<file path="src/rtl/game_pkg.sv">
// Shared encodings, coordinate widths and start positions for the game control path.
package game_pkg;

   localparam int unsigned X_W  = 8;
   localparam int unsigned Y_W  = 7;
   localparam int unsigned CD_W = 8;

   typedef enum logic [1:0] {
      StTitle = 2'd0,
      StPlay  = 2'd1,
      StPause = 2'd2,
      StOver  = 2'd3
   } game_state_e;

   typedef enum logic [1:0] {
      DirUp    = 2'd0,
      DirRight = 2'd1,
      DirDown  = 2'd2,
      DirLeft  = 2'd3
   } dir_e;

   localparam logic [X_W-1:0] P1_X0   = 8'd20;
   localparam logic [Y_W-1:0] P1_Y0   = 7'd60;
   localparam dir_e           P1_DIR0 = DirRight;
   localparam logic [X_W-1:0] P2_X0   = 8'd140;
   localparam logic [Y_W-1:0] P2_Y0   = 7'd60;
   localparam dir_e           P2_DIR0 = DirLeft;

   // Move a coordinate by a signed delta, saturating at 0 and at limit.
   function automatic logic [8:0] step_clamp(input logic [8:0]        pos,
                                             input logic signed [8:0] delta,
                                             input logic [8:0]        limit);
      logic signed [8:0] sum;
      sum = $signed(pos) + delta;
      if (sum < 0) begin
         return '0;
      end
      if (sum > $signed(limit)) begin
         return limit;
      end
      return $unsigned(sum);
   endfunction

endpackage

</file>
<file path="src/rtl/player_ctrl_if.sv">
// Key levels from the PS/2 decoder in, game state and player outputs out.
interface player_ctrl_if;
   import game_pkg::*;

   logic key_w, key_a, key_s, key_d;
   logic key_i, key_j, key_k, key_l;
   logic key_space, key_enter, key_esc;
   logic game_over;

   game_state_e     state;
   logic            frame_tick;
   logic [X_W-1:0]  p1_x, p2_x;
   logic [Y_W-1:0]  p1_y, p2_y;
   dir_e            p1_dir, p2_dir;
   logic            p1_fire, p2_fire;
   logic [CD_W-1:0] p1_cooldown, p2_cooldown;

   modport master (
      output key_w, key_a, key_s, key_d,
      output key_i, key_j, key_k, key_l,
      output key_space, key_enter, key_esc,
      output game_over,
      input  state, frame_tick,
      input  p1_x, p1_y, p1_dir, p1_fire, p1_cooldown,
      input  p2_x, p2_y, p2_dir, p2_fire, p2_cooldown
   );

   modport slave (
      input  key_w, key_a, key_s, key_d,
      input  key_i, key_j, key_k, key_l,
      input  key_space, key_enter, key_esc,
      input  game_over,
      output state, frame_tick,
      output p1_x, p1_y, p1_dir, p1_fire, p1_cooldown,
      output p2_x, p2_y, p2_dir, p2_fire, p2_cooldown
   );

endinterface

</file>
<file path="src/rtl/player_motion.sv">
// One player's position, facing and fire cooldown, advanced once per frame while enabled.
module player_motion
   import game_pkg::*;
#(
   parameter int unsigned    X_MAX   = 159,
   parameter int unsigned    Y_MAX   = 119,
   parameter int unsigned    STEP    = 1,
   parameter int unsigned    FIRE_CD = 30,
   parameter logic [X_W-1:0] X0      = '0,
   parameter logic [Y_W-1:0] Y0      = '0,
   parameter dir_e           DIR0    = DirUp
) (
   input  logic            CLOCK_50,
   input  logic            resetn,
   input  logic            up,
   input  logic            left,
   input  logic            down,
   input  logic            right,
   input  logic            fire_edge,
   input  logic            frame_tick,
   input  logic            enable,
   input  logic            load_start,
   output logic [X_W-1:0]  x,
   output logic [Y_W-1:0]  y,
   output dir_e            dir,
   output logic            fire,
   output logic [CD_W-1:0] cooldown
);

   localparam logic signed [8:0] STEP_S = 9'(STEP);

   logic [X_W-1:0]    x_q, x_d;
   logic [Y_W-1:0]    y_q, y_d;
   dir_e              dir_q, dir_d;
   logic              fire_q, fire_d;
   logic [CD_W-1:0]   cd_q, cd_d;
   logic signed [8:0] dx, dy;
   logic              move;

   always_comb begin
      dx = '0;
      dy = '0;
      if (right && !left) begin
         dx = STEP_S;
      end else if (left && !right) begin
         dx = -STEP_S;
      end
      if (down && !up) begin
         dy = STEP_S;
      end else if (up && !down) begin
         dy = -STEP_S;
      end
   end

   always_comb begin
      x_d    = x_q;
      y_d    = y_q;
      dir_d  = dir_q;
      cd_d   = cd_q;
      move   = enable && frame_tick;
      // Edges arriving during cooldown are dropped, never queued.
      fire_d = enable && fire_edge && (cd_q == '0);

      if (move) begin
         x_d = X_W'(step_clamp({1'b0, x_q}, dx, 9'(X_MAX)));
         y_d = Y_W'(step_clamp({2'b00, y_q}, dy, 9'(Y_MAX)));
         if (dx > 0) begin
            dir_d = DirRight;
         end else if (dx < 0) begin
            dir_d = DirLeft;
         end else if (dy > 0) begin
            dir_d = DirDown;
         end else if (dy < 0) begin
            dir_d = DirUp;
         end
         if (cd_q != '0) begin
            cd_d = cd_q - 1'b1;
         end
      end

      if (fire_d) begin
         cd_d = CD_W'(FIRE_CD);
      end

      if (load_start) begin
         x_d    = X0;
         y_d    = Y0;
         dir_d  = DIR0;
         cd_d   = '0;
         fire_d = 1'b0;
      end
   end

   always_ff @(posedge CLOCK_50 or negedge resetn) begin
      if (!resetn) begin
         x_q    <= X0;
         y_q    <= Y0;
         dir_q  <= DIR0;
         fire_q <= 1'b0;
         cd_q   <= '0;
      end else begin
         x_q    <= x_d;
         y_q    <= y_d;
         dir_q  <= dir_d;
         fire_q <= fire_d;
         cd_q   <= cd_d;
      end
   end

   assign x        = x_q;
   assign y        = y_q;
   assign dir      = dir_q;
   assign fire     = fire_q;
   assign cooldown = cd_q;

endmodule

</file>
<file path="src/rtl/player_ctrl.sv">
// Game-state FSM, frame divider and key edge detection driving two player_motion units.
module player_ctrl
   import game_pkg::*;
#(
   parameter int unsigned X_MAX     = 159,
   parameter int unsigned Y_MAX     = 119,
   parameter int unsigned FRAME_DIV = 833333,
   parameter int unsigned STEP      = 1,
   parameter int unsigned FIRE_CD   = 30
) (
   input logic          CLOCK_50,
   input logic          resetn,
   player_ctrl_if.slave bus
);

   localparam int unsigned      CNT_W    = (FRAME_DIV > 1) ? $clog2(FRAME_DIV) : 1;
   localparam logic [CNT_W-1:0] CNT_LAST = CNT_W'(FRAME_DIV - 1);

   logic [CNT_W-1:0] frame_cnt_q, frame_cnt_d;
   logic             frame_tick;
   game_state_e      state_q, state_d;
   logic             enter_prev_q, space_prev_q, esc_prev_q;
   logic             enter_edge, space_edge, esc_edge;
   logic             load_start;
   logic             play;

   logic [X_W-1:0]   p1_x, p2_x;
   logic [Y_W-1:0]   p1_y, p2_y;
   dir_e             p1_dir, p2_dir;
   logic             p1_fire, p2_fire;
   logic [CD_W-1:0]  p1_cd, p2_cd;

   // Key levels are already synchronous; prev regs reset high so held keys give no edge.
   assign enter_edge = bus.key_enter & ~enter_prev_q;
   assign space_edge = bus.key_space & ~space_prev_q;
   assign esc_edge   = bus.key_esc & ~esc_prev_q;

   always_comb begin
      frame_tick  = (frame_cnt_q == CNT_LAST);
      frame_cnt_d = frame_tick ? '0 : frame_cnt_q + CNT_W'(1);
   end

   always_comb begin
      state_d    = state_q;
      load_start = 1'b0;
      unique case (state_q)
         StTitle: begin
            if (enter_edge || space_edge) begin
               state_d    = StPlay;
               load_start = 1'b1;
            end
         end
         StPlay: begin
            if (bus.game_over) begin
               state_d = StOver;
            end else if (esc_edge) begin
               state_d = StPause;
            end
         end
         StPause: begin
            if (esc_edge) begin
               state_d = StTitle;
            end else if (enter_edge) begin
               state_d = StPlay;
            end
         end
         StOver: begin
            if (enter_edge) begin
               state_d = StTitle;
            end
         end
         default: state_d = StTitle;
      endcase
   end

   always_ff @(posedge CLOCK_50 or negedge resetn) begin
      if (!resetn) begin
         frame_cnt_q  <= '0;
         state_q      <= StTitle;
         enter_prev_q <= 1'b1;
         space_prev_q <= 1'b1;
         esc_prev_q   <= 1'b1;
      end else begin
         frame_cnt_q  <= frame_cnt_d;
         state_q      <= state_d;
         enter_prev_q <= bus.key_enter;
         space_prev_q <= bus.key_space;
         esc_prev_q   <= bus.key_esc;
      end
   end

   // Resume/start transitions leave PLAY inactive this cycle, so their Enter edge cannot fire.
   assign play = (state_q == StPlay);

   player_motion #(
      .X_MAX   (X_MAX),
      .Y_MAX   (Y_MAX),
      .STEP    (STEP),
      .FIRE_CD (FIRE_CD),
      .X0      (P1_X0),
      .Y0      (P1_Y0),
      .DIR0    (P1_DIR0)
   ) u_p1 (
      .CLOCK_50   (CLOCK_50),
      .resetn     (resetn),
      .up         (bus.key_w),
      .left       (bus.key_a),
      .down       (bus.key_s),
      .right      (bus.key_d),
      .fire_edge  (space_edge),
      .frame_tick (frame_tick),
      .enable     (play),
      .load_start (load_start),
      .x          (p1_x),
      .y          (p1_y),
      .dir        (p1_dir),
      .fire       (p1_fire),
      .cooldown   (p1_cd)
   );

   player_motion #(
      .X_MAX   (X_MAX),
      .Y_MAX   (Y_MAX),
      .STEP    (STEP),
      .FIRE_CD (FIRE_CD),
      .X0      (P2_X0),
      .Y0      (P2_Y0),
      .DIR0    (P2_DIR0)
   ) u_p2 (
      .CLOCK_50   (CLOCK_50),
      .resetn     (resetn),
      .up         (bus.key_i),
      .left       (bus.key_j),
      .down       (bus.key_k),
      .right      (bus.key_l),
      .fire_edge  (enter_edge),
      .frame_tick (frame_tick),
      .enable     (play),
      .load_start (load_start),
      .x          (p2_x),
      .y          (p2_y),
      .dir        (p2_dir),
      .fire       (p2_fire),
      .cooldown   (p2_cd)
   );

   assign bus.state       = state_q;
   assign bus.frame_tick  = frame_tick;
   assign bus.p1_x        = p1_x;
   assign bus.p1_y        = p1_y;
   assign bus.p1_dir      = p1_dir;
   assign bus.p1_fire     = p1_fire;
   assign bus.p1_cooldown = p1_cd;
   assign bus.p2_x        = p2_x;
   assign bus.p2_y        = p2_y;
   assign bus.p2_dir      = p2_dir;
   assign bus.p2_fire     = p2_fire;
   assign bus.p2_cooldown = p2_cd;

endmodule

</file>
<file path="src/flat_wrapper.sv">
// flat-port wrapper written by rule: the top's interface ports become plain ports
module player_ctrl_flat import game_pkg::*;
#(
   parameter int unsigned X_MAX     = 159,
   parameter int unsigned Y_MAX     = 119,
   parameter int unsigned FRAME_DIV = 833333,
   parameter int unsigned STEP      = 1,
   parameter int unsigned FIRE_CD   = 30
)
  (CLOCK_50, resetn, bus_key_w, bus_key_a, bus_key_s, bus_key_d, bus_key_i, bus_key_j, bus_key_k, bus_key_l, bus_key_space, bus_key_enter, bus_key_esc, bus_game_over, bus_state, bus_frame_tick, bus_p1_x, bus_p1_y, bus_p1_dir, bus_p1_fire, bus_p1_cooldown, bus_p2_x, bus_p2_y, bus_p2_dir, bus_p2_fire, bus_p2_cooldown);
  player_ctrl_if bus_i ();
  input logic CLOCK_50;
  input logic resetn;
  input wire logic [$bits(bus_i.key_w)-1:0] bus_key_w;
  input wire logic [$bits(bus_i.key_a)-1:0] bus_key_a;
  input wire logic [$bits(bus_i.key_s)-1:0] bus_key_s;
  input wire logic [$bits(bus_i.key_d)-1:0] bus_key_d;
  input wire logic [$bits(bus_i.key_i)-1:0] bus_key_i;
  input wire logic [$bits(bus_i.key_j)-1:0] bus_key_j;
  input wire logic [$bits(bus_i.key_k)-1:0] bus_key_k;
  input wire logic [$bits(bus_i.key_l)-1:0] bus_key_l;
  input wire logic [$bits(bus_i.key_space)-1:0] bus_key_space;
  input wire logic [$bits(bus_i.key_enter)-1:0] bus_key_enter;
  input wire logic [$bits(bus_i.key_esc)-1:0] bus_key_esc;
  input wire logic [$bits(bus_i.game_over)-1:0] bus_game_over;
  output wire logic [$bits(bus_i.state)-1:0] bus_state;
  output wire logic [$bits(bus_i.frame_tick)-1:0] bus_frame_tick;
  output wire logic [$bits(bus_i.p1_x)-1:0] bus_p1_x;
  output wire logic [$bits(bus_i.p1_y)-1:0] bus_p1_y;
  output wire logic [$bits(bus_i.p1_dir)-1:0] bus_p1_dir;
  output wire logic [$bits(bus_i.p1_fire)-1:0] bus_p1_fire;
  output wire logic [$bits(bus_i.p1_cooldown)-1:0] bus_p1_cooldown;
  output wire logic [$bits(bus_i.p2_x)-1:0] bus_p2_x;
  output wire logic [$bits(bus_i.p2_y)-1:0] bus_p2_y;
  output wire logic [$bits(bus_i.p2_dir)-1:0] bus_p2_dir;
  output wire logic [$bits(bus_i.p2_fire)-1:0] bus_p2_fire;
  output wire logic [$bits(bus_i.p2_cooldown)-1:0] bus_p2_cooldown;
  assign bus_i.key_w = bus_key_w;
  assign bus_i.key_a = bus_key_a;
  assign bus_i.key_s = bus_key_s;
  assign bus_i.key_d = bus_key_d;
  assign bus_i.key_i = bus_key_i;
  assign bus_i.key_j = bus_key_j;
  assign bus_i.key_k = bus_key_k;
  assign bus_i.key_l = bus_key_l;
  assign bus_i.key_space = bus_key_space;
  assign bus_i.key_enter = bus_key_enter;
  assign bus_i.key_esc = bus_key_esc;
  assign bus_i.game_over = bus_game_over;
  assign bus_state = bus_i.state;
  assign bus_frame_tick = bus_i.frame_tick;
  assign bus_p1_x = bus_i.p1_x;
  assign bus_p1_y = bus_i.p1_y;
  assign bus_p1_dir = bus_i.p1_dir;
  assign bus_p1_fire = bus_i.p1_fire;
  assign bus_p1_cooldown = bus_i.p1_cooldown;
  assign bus_p2_x = bus_i.p2_x;
  assign bus_p2_y = bus_i.p2_y;
  assign bus_p2_dir = bus_i.p2_dir;
  assign bus_p2_fire = bus_i.p2_fire;
  assign bus_p2_cooldown = bus_i.p2_cooldown;
  player_ctrl #(.X_MAX(X_MAX), .Y_MAX(Y_MAX), .FRAME_DIV(FRAME_DIV), .STEP(STEP), .FIRE_CD(FIRE_CD)) u_core (.CLOCK_50(CLOCK_50), .resetn(resetn), .bus(bus_i));
endmodule
</file>
<file path="config.mk">
export PLATFORM = sky130hd
export DESIGN_NAME = player_ctrl_flat
export DESIGN_NICKNAME = d
export VERILOG_FILES = /design/src/rtl/game_pkg.sv /design/src/rtl/player_ctrl_if.sv /design/src/rtl/player_motion.sv /design/src/rtl/player_ctrl.sv /design/src/flat_wrapper.sv
export SDC_FILE = /design/constraint.sdc
export NUM_CORES = 1
export LEC_CHECK = 0
export CORE_MARGIN = 2
export CORE_UTILIZATION = 55
export CTS_BUF_LIST = sky130_fd_sc_hd__clkbuf_4 sky130_fd_sc_hd__clkbuf_8
export DETAILED_ROUTE_END_ITERATION = 8
export GPL_TIMING_DRIVEN = 1
export MAX_ROUTING_LAYER = met4
export PLACE_DENSITY = 0.79
export REMOVE_ABC_BUFFERS = 1
export SLEW_MARGIN = 20
export SYNTH_ARGS = -nofsm -noshare
export SYNTH_HDL_FRONTEND = slang
export SYNTH_HIERARCHICAL = 1
export SYNTH_SLANG_ARGS = --single-unit
</file>
<file path="constraint.sdc">
create_clock -name CLOCK_50 -period 8.1 [get_ports CLOCK_50]
set_clock_uncertainty 0.2 [all_clocks]
set_input_delay 1.62 -clock CLOCK_50 [delete_from_list [all_inputs] [get_ports CLOCK_50]]
set_output_delay 1.62 -clock CLOCK_50 [all_outputs]
set_load 0.05 [all_outputs]
</file>
==> results.tsv <==
stage	metric	value	unit
critical_path	Worst setup EP type	register	
die	IO Count	69	
die	die area	11600	sq um
sta	Sum Neg Setup Slack	0	ps
detailed_routing	Vias	5392	
synth	Async S/R FF share, synth	100	%
detailed_routing	TritonRoute pass-1 iters	4	
power	VDD IR max	0.174	mV
clock_tree	Clock H-tree levels	3	
place	I/O Buffers	68	
clock_tree	cells resized by post-CTS repair	0	
synth	syn_area_per_cell	8.41	sq um
clock_tree	Sink Count	77	
place	detailed-placement wirelength estimate	10.2	mm
cells_and_area	Nets	781	
die	Die Ht	108	microns
cells_and_area	share of cells above drive strength 1	8.58	%
global_route	GRT Total Usage	25.6	%
sta	Max-slew headroom	36.4	%
global_route	first-pass GRT wire length	23.5	mm
sta	RSZ-0062 raised after global routing	false	
clock_tree	Reg clk slew, reported paths	90	ps
clock_tree	Root Driver	clkbuf_8	
critical_path	Critical Path Fanout Max	28	
sta	setup violators final	0	
die	core area	10400	sq um
cells_and_area	Area Overhead vs Synth	15.4	%
cells_and_area	commonest cells after routing, fill and taps aside	nor2_1, clkdlybuf4s50_1, dfrtp_1, a21oi_1, nand2_1	
clock_tree	clk_lat worst skew	350	ps
synth	Unique masters post-synth	85	
sta	Final Hold Vio Count	0	
synth	Mapped Area	5930	sq um
power	Lkg Pwr	2.88	nW
sta	Slew @ Worst Pin	954	ps
sta	post-layout minimum cycle time	5010	ps
sta	f_max	200	MHz
power	PD cells	223	nW/um^2
clock_tree	Post-CTS Hold Buffers	0	
clock_tree	Clock Path Buffers	2	
clock_tree	setup bufs post-CTS	0	
critical_path	WS Path Type	input pin to register	
clock_tree	CTS Buf Count	9	
run_status	outcome	finished clean	
place	GP Congestion	0.875	
global_route	initial antenna violation count	0	
synth	post-synth top area share	24.5	%
critical_path	Worst EP required	8170	ps
cells_and_area	Core Util, Final	65.7	%
critical_path	CP Data Arrival Time	5070	ps
detailed_routing	Via density	6.11	
synth	Synth Register Bits	77	
detailed_routing	WL/cell	16.2	microns
synth	Area contributors post-synth	dfrtp_1, dfstp_2, ha_1	
flow_run	# Max-Cap Violations	0	
global_route	largest net degree at the start of global routing	78	
die	FP Rows	37	
cells_and_area	Ant. Diodes	0	
synth	top_reg_cell synth	dfrtp_1	
worst_hold_path	Hold WC Path Type	register to register	
synth	Yosys warning count	6	
critical_path	Worst setup SP type	input pin	
die	die width	108	microns
global_route	GRT Residual Overflow	0	
cells_and_area	commonest non-fill, non-tap cell in the layout	nor2_1	
synth	Post-Synthesis Cells	705	
global_route	number of global-route vias before repair	4989	
power	total power	1.53	mW
detailed_routing	DRT iter0 DRCs	472	
synth	post-synthesis sequential area ratio	32.9	%
detailed_routing	DR DRC count	0	
sta	max-slew violation count	0	
cells_and_area	fill count	876	
detailed_routing	WL final	14.3	mm
synth	largest area contributor in the netlist	dfrtp_1	
place	dpl cells	866	
sta	period utilization	61.8	%
synth	Post-synth EDFFs	0	
cells_and_area	Post-Layout Cell Count	882	
die	Initial Util	56.9	%
detailed_routing	Antenna Nets Post-Route	0	
clock_tree	TritonCTS clock tree	built	
-- layout make-up --
class / count / area [sq um] / area share (%)
Clock buffer: 11 / 145 / 2.12
Clock inverter: 5 / 108 / 1.57
Inverter: 37 / 139 / 2.03
Multi-Input combinational cell: 545 / 3630 / 53.0
Sequential cell: 77 / 1950 / 28.5
Tap cell: 136 / 170 / 2.49
Timing Repair Buffer: 71 / 701 / 10.2
-- stage by stage --
| stage | hold WS (ps) | setup WS (ps) | cell area [sq um] |
|---|---|---|---|
| floorplan | 269 | 2510 | 5710 |
| global placement | 290 | 2840 | 6590 |
| detailed placement | 305 | 2740 | 6590 |
| CTS | 313 | 3100 | 6840 |
| global route | 348 | 2880 | 6840 |
| finish | 314 | 3090 | 6840 |
-- logic make-up (layout without fill, tap and decap cells) --
kind of cell | count (synthesis) | count (layout) | share of synthesized area (%)
mux | 2 | 2 | 0.380
fa+ha+maj | 26 | 26 | 5.49
compound gates | 186 | 186 | 21.5
flops | 77 | 77 | 32.9
simple gates | 274 | 274 | 25.1
buf+inv | 83 | 124 | 5.99
xor+xnor | 57 | 57 | 8.65
-- path summary, 6_finish.rpt --
check / start / endpoint / slack [ps] / depth (start not counted)
max reg2reg: u_core/frame_cnt_q[0] / u_core/u_p1/cooldown[7] / 4640 / 11
min: u_core/frame_cnt_q[0] / u_core/frame_cnt_q[0] / 310 / 1
max: bus_key_a / u_core/u_p1/x[3] / 3090 / 11
min in group asynchronous: resetn / u_core/u_p2/x[6] / 1210 / 1
max in group asynchronous: resetn / u_core/u_p1/x[1] / 5870 / 1
min reg2reg: u_core/frame_cnt_q[0] / u_core/frame_cnt_q[0] / 310 / 1
-- worst max-delay path: stages --
cell,delay [ps]
clkdlybuf4s50_1,510
ha_1,750
xor2_1,210
ha_1,200
nor3b_2,160
o21ai_1,120
and3_1,260
or4_4,540
a311oi_4,330
o21ai_2,110
a221oi_2,270
-- flip-flops by register name, indices dropped and copies added (netlist names), 2 cells and up --
register / count
u_core/bus.state: 2
u_core/frame_cnt_q: 20
u_core/u_p1/cooldown: 8
u_core/u_p1/dir: 2
u_core/u_p1/x: 8
u_core/u_p1/y: 7
u_core/u_p2/cooldown: 8
u_core/u_p2/dir: 2
u_core/u_p2/x: 8
u_core/u_p2/y: 7
-- Yosys cell counts (4+ instances only) --
cell       n
and3b_1    7
dfstp_2   19
nand3b_1   4
buf_2     16
and2_1     8
a211oi_1   4
nor3b_1    7
xor2_1    22
a31oi_1   11
nand3_1   20
nand4_1   17
inv_1     36
o21a_1     8
and3_1     7
ha_1      26
nor4b_1    6
a211o_1    5
o211a_1    4
a21oi_1   54
dfrtp_1   58
and4_1     6
o22ai_1    5
nor4_1     6
nor2b_1   11
o31ai_1    5
xnor2_1   34
o21ai_1   13
clkbuf_1  24
nand2_1   51
nor3_1    20
nand2b_1   7
nor2_1    69
or3_1      5
o211ai_1   6
o21ai_0   27
-- power breakdown --
group	total [mW]	internal, mW	switching [mW]
clock network	0.360	0.218	0.142
logic	0.627	0.225	0.402
registers	0.540	0.446	0.0944
total	1.53	0.888	0.639
-- metal layers --
layer  track usage [%]  share of wire, %  vias to the layer above
met2              39.4                47                      163
met4              6.14              0.85                        0
li1                  -                 -                     2608
met1              35.5                46                     2607
met3              4.48               5.4                       14
met5                 -                 0                        -
(Power assumes the default switching activity.)
